### config.mk
export PLATFORM = sky130hd
export DESIGN_NAME = pipelined_addsub_flat
export DESIGN_NICKNAME = d
export VERILOG_FILES = /design/src/rtl/pipelined_addsub_if.sv /design/src/rtl/pipelined_addsub.sv /design/src/flat_wrapper.sv
export SDC_FILE = /design/constraint.sdc
export NUM_CORES = 1
export LEC_CHECK = 0
export CAP_MARGIN = 20
export CORE_MARGIN = 2
export CORE_UTILIZATION = 43
export CTS_CLUSTER_SIZE = 12
export DETAILED_ROUTE_END_ITERATION = 12
export GPL_TIMING_DRIVEN = 0
export PLACE_DENSITY_LB_ADDON = 0.25
export SYNTH_ARGS = -nofsm -noshare
export SYNTH_HDL_FRONTEND = slang
export SYNTH_SLANG_ARGS = --single-unit
### constraint.sdc
create_clock -name clock -period 3.4 [get_ports clock]
set_input_delay 0.85 -clock clock [delete_from_list [all_inputs] [get_ports clock]]
set_output_delay 0.85 -clock clock [all_outputs]
set_load 0.01 [all_outputs]
### src/rtl/pipelined_addsub_if.sv
// Operand/result handshake bundle for the pipelined add/subtract unit.
// master = producer of operands / consumer of results; slave = the arithmetic unit.
interface pipelined_addsub_if #(
    parameter int WIDTH = 32
);
    logic             in_valid;
    logic             in_ready;
    logic [WIDTH-1:0] in_a;
    logic [WIDTH-1:0] in_b;
    logic             in_sub;
    logic             out_valid;
    logic             out_ready;
    logic [WIDTH-1:0] out_sum;
    logic             out_ovf;
    logic             out_cout;
    logic             out_zero;

    modport master (
        output in_valid, in_a, in_b, in_sub, out_ready,
        input  in_ready, out_valid, out_sum, out_ovf, out_cout, out_zero
    );

    modport slave (
        input  in_valid, in_a, in_b, in_sub, out_ready,
        output in_ready, out_valid, out_sum, out_ovf, out_cout, out_zero
    );
endinterface

### src/rtl/pipelined_addsub.sv
// Pipelined carry-select add/subtract: one SEG_W-bit segment resolved per stage, lockstep stall,
// registered sum/carry/overflow/zero at the last stage.
module pipelined_addsub #(
    parameter int WIDTH = 32,
    parameter int SEG_W = 8
) (
    input logic               clock,
    input logic               reset,
    pipelined_addsub_if.slave bus
);
    localparam int NSEG = WIDTH / SEG_W;

    logic stall;

    assign stall        = bus.out_valid && !bus.out_ready;
    assign bus.in_ready = !reset && !stall;

    for (genvar gi = 0; gi < NSEG; gi++) begin : g_stage
        // Operand bits still to be processed shrink by one segment per stage; the sum grows.
        localparam int W_IN  = WIDTH - gi * SEG_W;
        localparam int W_SUM = (gi + 1) * SEG_W;

        logic             vin;
        logic             cin;
        logic [W_IN-1:0]  a_in;
        logic [W_IN-1:0]  b_in;
        logic [SEG_W:0]   seg0;
        logic [SEG_W:0]   seg1;
        logic [SEG_W:0]   seg_sel;
        logic [W_SUM-1:0] sum_d;

        logic             vld_q;
        logic             carry_q;
        logic [W_SUM-1:0] sum_q;

        if (gi == 0) begin : g_first
            assign vin   = bus.in_valid;
            assign cin   = bus.in_sub;
            assign a_in  = bus.in_a;
            assign b_in  = bus.in_sub ? ~bus.in_b : bus.in_b;
            assign sum_d = seg_sel[SEG_W-1:0];
        end else begin : g_next
            assign vin   = g_stage[gi-1].vld_q;
            assign cin   = g_stage[gi-1].carry_q;
            assign a_in  = g_stage[gi-1].g_fwd.a_q;
            assign b_in  = g_stage[gi-1].g_fwd.b_q;
            assign sum_d = {seg_sel[SEG_W-1:0], g_stage[gi-1].sum_q};
        end

        // Both carry-in candidates are formed up front; the incoming carry only drives the mux.
        assign seg0    = {1'b0, a_in[SEG_W-1:0]} + {1'b0, b_in[SEG_W-1:0]};
        assign seg1    = {1'b0, a_in[SEG_W-1:0]} + {1'b0, b_in[SEG_W-1:0]} + (SEG_W+1)'(1);
        assign seg_sel = cin ? seg1 : seg0;

        always_ff @(posedge clock) begin
            if (reset) begin
                vld_q   <= 1'b0;
                carry_q <= 1'b0;
                sum_q   <= '0;
            end else if (!stall) begin
                vld_q <= vin;
                if (vin) begin
                    carry_q <= seg_sel[SEG_W];
                    sum_q   <= sum_d;
                end
            end
        end

        if (gi < NSEG - 1) begin : g_fwd
            logic [W_IN-SEG_W-1:0] a_q;
            logic [W_IN-SEG_W-1:0] b_q;

            always_ff @(posedge clock) begin
                if (reset) begin
                    a_q <= '0;
                    b_q <= '0;
                end else if (!stall && vin) begin
                    a_q <= a_in[W_IN-1:SEG_W];
                    b_q <= b_in[W_IN-1:SEG_W];
                end
            end
        end else begin : g_last
            logic ovf_q;
            logic zero_q;

            // Here a_in/b_in hold only the top segment, so bit SEG_W-1 is the operand sign.
            always_ff @(posedge clock) begin
                if (reset) begin
                    ovf_q  <= 1'b0;
                    zero_q <= 1'b0;
                end else if (!stall && vin) begin
                    ovf_q  <= (a_in[SEG_W-1] == b_in[SEG_W-1]) &&
                              (seg_sel[SEG_W-1] != a_in[SEG_W-1]);
                    zero_q <= (sum_d == '0);
                end
            end
        end
    end

    assign bus.out_valid = g_stage[NSEG-1].vld_q;
    assign bus.out_sum   = g_stage[NSEG-1].sum_q;
    assign bus.out_cout  = g_stage[NSEG-1].carry_q;
    assign bus.out_ovf   = g_stage[NSEG-1].g_last.ovf_q;
    assign bus.out_zero  = g_stage[NSEG-1].g_last.zero_q;
endmodule

### src/flat_wrapper.sv
// flat-port wrapper written by rule: the top's interface ports become plain ports
module pipelined_addsub_flat 
#(
    parameter int WIDTH = 32,
    parameter int SEG_W = 8
)
  (clock, reset, bus_in_valid, bus_in_a, bus_in_b, bus_in_sub, bus_out_ready, bus_in_ready, bus_out_valid, bus_out_sum, bus_out_ovf, bus_out_cout, bus_out_zero);
  pipelined_addsub_if #(.WIDTH(WIDTH)) bus_i ();
  input logic clock;
  input logic reset;
  input wire logic [$bits(bus_i.in_valid)-1:0] bus_in_valid;
  input wire logic [$bits(bus_i.in_a)-1:0] bus_in_a;
  input wire logic [$bits(bus_i.in_b)-1:0] bus_in_b;
  input wire logic [$bits(bus_i.in_sub)-1:0] bus_in_sub;
  input wire logic [$bits(bus_i.out_ready)-1:0] bus_out_ready;
  output wire logic [$bits(bus_i.in_ready)-1:0] bus_in_ready;
  output wire logic [$bits(bus_i.out_valid)-1:0] bus_out_valid;
  output wire logic [$bits(bus_i.out_sum)-1:0] bus_out_sum;
  output wire logic [$bits(bus_i.out_ovf)-1:0] bus_out_ovf;
  output wire logic [$bits(bus_i.out_cout)-1:0] bus_out_cout;
  output wire logic [$bits(bus_i.out_zero)-1:0] bus_out_zero;
  assign bus_i.in_valid = bus_in_valid;
  assign bus_i.in_a = bus_in_a;
  assign bus_i.in_b = bus_in_b;
  assign bus_i.in_sub = bus_in_sub;
  assign bus_i.out_ready = bus_out_ready;
  assign bus_in_ready = bus_i.in_ready;
  assign bus_out_valid = bus_i.out_valid;
  assign bus_out_sum = bus_i.out_sum;
  assign bus_out_ovf = bus_i.out_ovf;
  assign bus_out_cout = bus_i.out_cout;
  assign bus_out_zero = bus_i.out_zero;
  pipelined_addsub #(.WIDTH(WIDTH), .SEG_W(SEG_W)) u_core (.clock(clock), .reset(reset), .bus(bus_i));
endmodule
**After elaboration in Yosys (flattened, before gate mapping)**

Cells that the tools add are included.

- Mux-type cells: 5
- Bitwise gates (word level): 2
- Eq/ne operators: 2
- Add/sub/neg operators: 8
- Reductions and logical operators: 15

Operator list:

| cell | number |
|---|---|
| 8-bit by 8-bit adder with 9-bit output | 4 |
| 9-bit by 1-bit adder with 9-bit output, second input constant | 4 |
| 9-bit two-way mux | 4 |
| 32-bit zero test | 1 |
| 32-bit two-way mux | 1 |
| 32-bit inverter | 1 |
| 2-bit AND reduction | 4 |
| 1-bit logical AND | 7 |
| 1-bit zero test | 3 |
| 1-bit equality test | 1 |
| 1-bit inequality test | 1 |
| 1-bit inverter | 1 |

- Output and inout port bits: 37
- Register bits after elaboration: 186
- Bits of input ports: 69
- Logic and storage cells: 52

**Logic depth before layout (Yosys ltp)**

Gate-level depths: netlist of run 1.

- Word-level depth: 5
- Gate-level depth with buffers: 13
- Mapped depth without buffers: 11

**Worst setup path before layout of run 1**

Ideal clock, no wire load.

- Kind: input to register
- Start point: input bus_in_sub
- End point: register u_core.g_stage[0].carry_q
- Stages: 13
- Arrival: 3.389 ns
- Data required time: 3.268 ns
- Buffers on the path: 2
- Setup time: 0.132 ns
- Setup slack: -0.121 ns
- Cells stage by stage: buf_2 > buf_1 > xor2_1 > ha_1 > inv_1 > fa_1 > nor2b_1 > o21ai_0 > a21boi_0 > nor2_1 > and4_1 > a311oi_1 > nor4_1

- Cells in the longest elaborated chain, start to end: 4

Ends and longest elaborated chain:

| item | line | text |
|---|---|---|
| start, declared | flat_wrapper.sv:14 | `input wire logic [$bits(bus_i.in_sub)-1:0] bus_in_sub;` |
| 32-bit two-way mux | pipelined_addsub.sv:40 | `assign b_in = bus.in_sub ? ~bus.in_b : bus.in_b;` |
| 8-bit by 8-bit adder with 9-bit output | pipelined_addsub.sv:51, pipelined_addsub.sv:52 |  |
| 9-bit by 1-bit adder with 9-bit output | pipelined_addsub.sv:52 | `assign seg1 = {1'b0, a_in[SEG_W-1:0]} + {1'b0, b_in[SEG_W-1:0]} + (SEG_W+1)'(1);` |
| 9-bit two-way mux (*) | pipelined_addsub.sv:53 | `assign seg_sel = cin ? seg1 : seg0;` |
| end signal, assigned | pipelined_addsub.sv:63 | `carry_q <= seg_sel[SEG_W];` |
| end, declared | pipelined_addsub.sv:33 | `logic carry_q;` |

Mark *: on every way between the ends. The rest lies on a longest branch, timed or not.
A chain may end at the register's enable or synchronous reset.

**Worst setup path in the final report of run 1**

- Start point: input bus_in_b[0]
- End point: register u_core.g_stage[0].sum_q[7]

- Cells in the longest elaborated chain, start to end: 5

Ends and longest elaborated chain:

| item | line | text |
|---|---|---|
| start, declared | flat_wrapper.sv:13 | `input wire logic [$bits(bus_i.in_b)-1:0] bus_in_b;` |
| 32-bit inverter | pipelined_addsub.sv:40 |  |
| 32-bit two-way mux (*) | pipelined_addsub.sv:40 |  |
| 8-bit by 8-bit adder with 9-bit output (*) | pipelined_addsub.sv:51, pipelined_addsub.sv:52 |  |
| 9-bit by 1-bit adder with 9-bit output | pipelined_addsub.sv:52 |  |
| 9-bit two-way mux (*) | pipelined_addsub.sv:53 |  |
| end signal, assigned | pipelined_addsub.sv:64 | `sum_q <= sum_d;` |
| end, declared | pipelined_addsub.sv:34 | `logic [W_SUM-1:0] sum_q;` |

Marked as above.

==> results of run 1 <==
==> area by class of cell <==
type                    count  share of cell area
clock buffers              17             0.04015
clock inverters            15             0.01665
flip-flops and latches    186              0.3514
plain buffers              64             0.02362
inverters                  12            0.004251
well taps                 265             0.03129
repair buffers            103             0.09731
multi-input cells         802              0.4353
==> cell usage after synthesis, drive strengths merged, types with 5 or more instances <==
master / number / area share
ha: 36 / 0.052
o21ai: 16 / 0.0093
o211ai: 5 / 0.0044
dfxtp: 186 / 0.43
nor2: 94 / 0.041
nand3: 6 / 0.0035
o21bai: 5 / 0.0044
nand2: 263 / 0.11
nor3: 16 / 0.0093
o21a: 10 / 0.0087
clkbuf: 53 / 0.023
a21o: 9 / 0.0080
nor4: 8 / 0.0065
nand4: 6 / 0.0051
inv: 12 / 0.0052
a21oi: 140 / 0.081
buf: 11 / 0.0049
a211oi: 64 / 0.056
and2: 7 / 0.0052
xnor2: 52 / 0.053
xor2: 17 / 0.018
==> report_power, final <==
part	internal [mW]	switching (mW)	total (mW)
Sequential	2.27	0.0563	2.32
Clock	1.11	0.919	2.03
Combinational	0.287	0.358	0.645
==> routing by layer <==
metal,wire length [um],part of all wire,global-route usage,vias up
li1,-,-,-,3881
met1,10390,0.50,0.2731,3353
met2,9186,0.44,0.3090,159
met3,792,0.038,0.04263,24
met4,316,0.015,0.06176,0
met5,0,0,0,-
==> layout by cell type (no fill, tap or decap), drive strengths merged, types with 3 or more instances in the layout <==
cell type | netlist | routed
nor3b | 3 | 3
o211ai | 5 | 5
nor4 | 8 | 8
nand3 | 6 | 6
xnor2 | 52 | 52
nor3 | 16 | 16
clkbuf | 53 | 70
inv | 12 | 21
clkdlybuf4s50 | 0 | 103
mux2i | 3 | 3
a21o | 9 | 9
and2 | 7 | 7
a211oi | 64 | 64
a21oi | 140 | 140
nand4 | 6 | 6
clkinv | 0 | 3
xor2 | 17 | 17
o21bai | 5 | 5
o21a | 10 | 10
o21ai | 16 | 16
nand2 | 263 | 263
o31ai | 3 | 3
ha | 36 | 36
dfxtp | 186 | 186
fa | 4 | 4
and4 | 3 | 3
a211o | 3 | 3
buf | 11 | 11
or3 | 4 | 4
nor2 | 94 | 94
==> state kept, by name, summed over array words and instances, names as in the netlist <==
signal	count
u_core.bus.out_zero	1
u_core.g_stage.g_fwd.a_q	48
u_core.g_stage.g_fwd.b_q	48
u_core.g_stage.carry_q	3
u_core.bus.out_sum	32
u_core.bus.out_valid	1
u_core.g_stage.sum_q	48
u_core.bus.out_ovf	1
u_core.bus.out_cout	1
u_core.g_stage.vld_q	3
==> worst paths after layout <==
path / startpoint / to / slack, ns / depth (start not counted)
setup / recovery: bus_in_b[0] / u_core.g_stage[0].sum_q[7]$_SDFFE_PP0P_ / 0.18 / 11
hold / removal: u_core.g_stage[0].g_fwd.b_q[13]$_SDFFE_PP0P_ / u_core.g_stage[1].g_fwd.b_q[5]$_SDFFE_PP0P_ / 0.45 / 2
setup reg to reg: u_core.g_stage[2].g_fwd.b_q[0]$_SDFFE_PP0P_ / u_core.bus.out_zero$_SDFFE_PP0P_ / 0.75 / 9
hold reg to reg: u_core.g_stage[0].g_fwd.b_q[13]$_SDFFE_PP0P_ / u_core.g_stage[1].g_fwd.b_q[5]$_SDFFE_PP0P_ / 0.45 / 2
==> timing repair <==
item / CTS / global route
resized for setup: 1 / 7
endpoints found under the setup margin: 2 / 5
hold buffers: 0 / 0
hold endpoints to repair: 0 / 0
==> critical path: stages <==
cell and delay, ns:
clkdlybuf4s50_1 0.52, xor2_1 0.19, ha_2 0.24, inv_1 0.06, fa_1 0.39, xor2_1 0.20, nor3_1 0.28, and4bb_2 0.30
nand4_1 0.12, xor2_1 0.19, a211oi_1 0.22
==> kinds of logic (layout without fill, tap and decap cells) <==
kind of cell	after synthesis	count (layout)	share of synthesized area
fa+ha+maj	40	40	0.06157
compound gates	264	264	0.1888
mux	3	3	0.003485
flops	186	186	0.4322
xor+xnor	69	69	0.07101
simple gates	426	426	0.2097
buf+inv	76	211	0.03326
==> per-stage QoR <==
step,TNS (ns),hold slack (ns),utilization,instances,setup slack [ns]
finish,0,0.4509,0.5408,1464,0.1796
global route,0,0.4732,0.5408,1464,0.03033
CTS,0,0.4541,0.5401,1464,0.02985
detailed placement,-1.797,0.4475,0.5094,1432,-0.4815
global placement,-1.259,0.4418,0.5094,1432,-0.4020
floorplan,0,0.4321,-,1064,0.05747
==> impl_metrics.tcl, run 1 <==
set metrics [dict create \
    path_class "input port to flop" \
    clk_pin_slew_ns 0.07 \
    dpl-instance-area_um2 9980 \
    timing.final.crit_period_ns 3.220 \
    multi_input_area_um2 4612 \
    dieArea_um2 21180 \
    nets 1295 \
    power.density_nw_per_um2 472.1 \
    grt_pass1_wl_um 34180 \
    fill_cells 1921 \
    first_pass_iters 4 \
    ys.flop_type "dfxtp_1" \
    finalInstanceArea_um2 10600 \
    start_util 0.4398 \
    portBuffers 103 \
    seq_area_frac_synth 0.4322 \
    place_congestion 0.8154 \
    grt_max_degree 19 \
    post_cts_buffers 0 \
    insertion_delay_ns 0.43 \
    cts_buffers 17 \
    grt_pass1_vias 6892 \
    avgRoutedWirePerCell_um 14.13 \
    min_period_over_period 0.9472 \
    ir_drop_mv 0.2773 \
    dpl.hpwl_um 16130 \
    slew_headroom 0.4501 \
    netlist_area_um2 8616 \
    grt_util_all_layers 0.1974 \
    status "completed" \
    antenna_found_initial 0 \
    synth_edf_count 0 \
    totalPowerFinal_mw 5.002 \
    rsz0062_at_grt "false" \
    synth_nets 1173 \
    io_pins 106 \
    required_ns 3.75 \
    max_freq_mhz 310.5 \
    async_reset_ff_frac 0 \
    cap_viol_max_count 0 \
    ys_types 55 \
    via_per_inst 5.066 \
    cts.path.max_buffers 2 \
    ys_ff_latch 186 \
    crit_fanout 3 \
    vias 7417 \
    wirelength_um 20690 \
    yosysWarnings 0 \
    drc 0 \
    cts-root-buf "clkbuf_16" \
    startpoint_type "input port" \
    slew_viol_final 0 \
    hold_viol_final 0 \
    diodes 0 \
    syn_avg_cell_area_um2 8.098 \
    clkSinkCount 186 \
    die_x_um 145.6 \
    gr-total-overflow 0 \
    die_y_um 145.6 \
    worst_setup_path_end_kind "flop" \
    synthCells 1064 \
    ant_nets 0 \
    worstPathArrival_ns 3.57 \
    drt-initial-drc-count 308 \
    min-delay-path-class "flop to flop" \
    area_growth_pct 22.97 \
    cts_tree "built" \
    regArea_um2 3724 \
    core_um2 19590 \
    drive_gt1_frac 0.04254 \
    finalClockSkew_ns 0.008433 \
    worst_slew_pin_slew_ns 0.8248 \
    rows 51 \
    leakagePower_nw 3.788 \
    setup_violations 0 \
    h-tree-depth 4 \
]
Power figures use the tool's default switching activity.
==> inputs of run 2 (changes only) <==
--- a/config.mk
+++ b/config.mk
@@ -5,7 +5,7 @@
 export SDC_FILE = /design/constraint.sdc
 export NUM_CORES = 1
 export LEC_CHECK = 0
-export CAP_MARGIN = 20
+export CAP_MARGIN = 0
 export CORE_MARGIN = 2
 export CORE_UTILIZATION = 43
 export CTS_CLUSTER_SIZE = 12
==> results of run 2 <==
No change in the layout: final DEF, timing and power equal those of run 1.
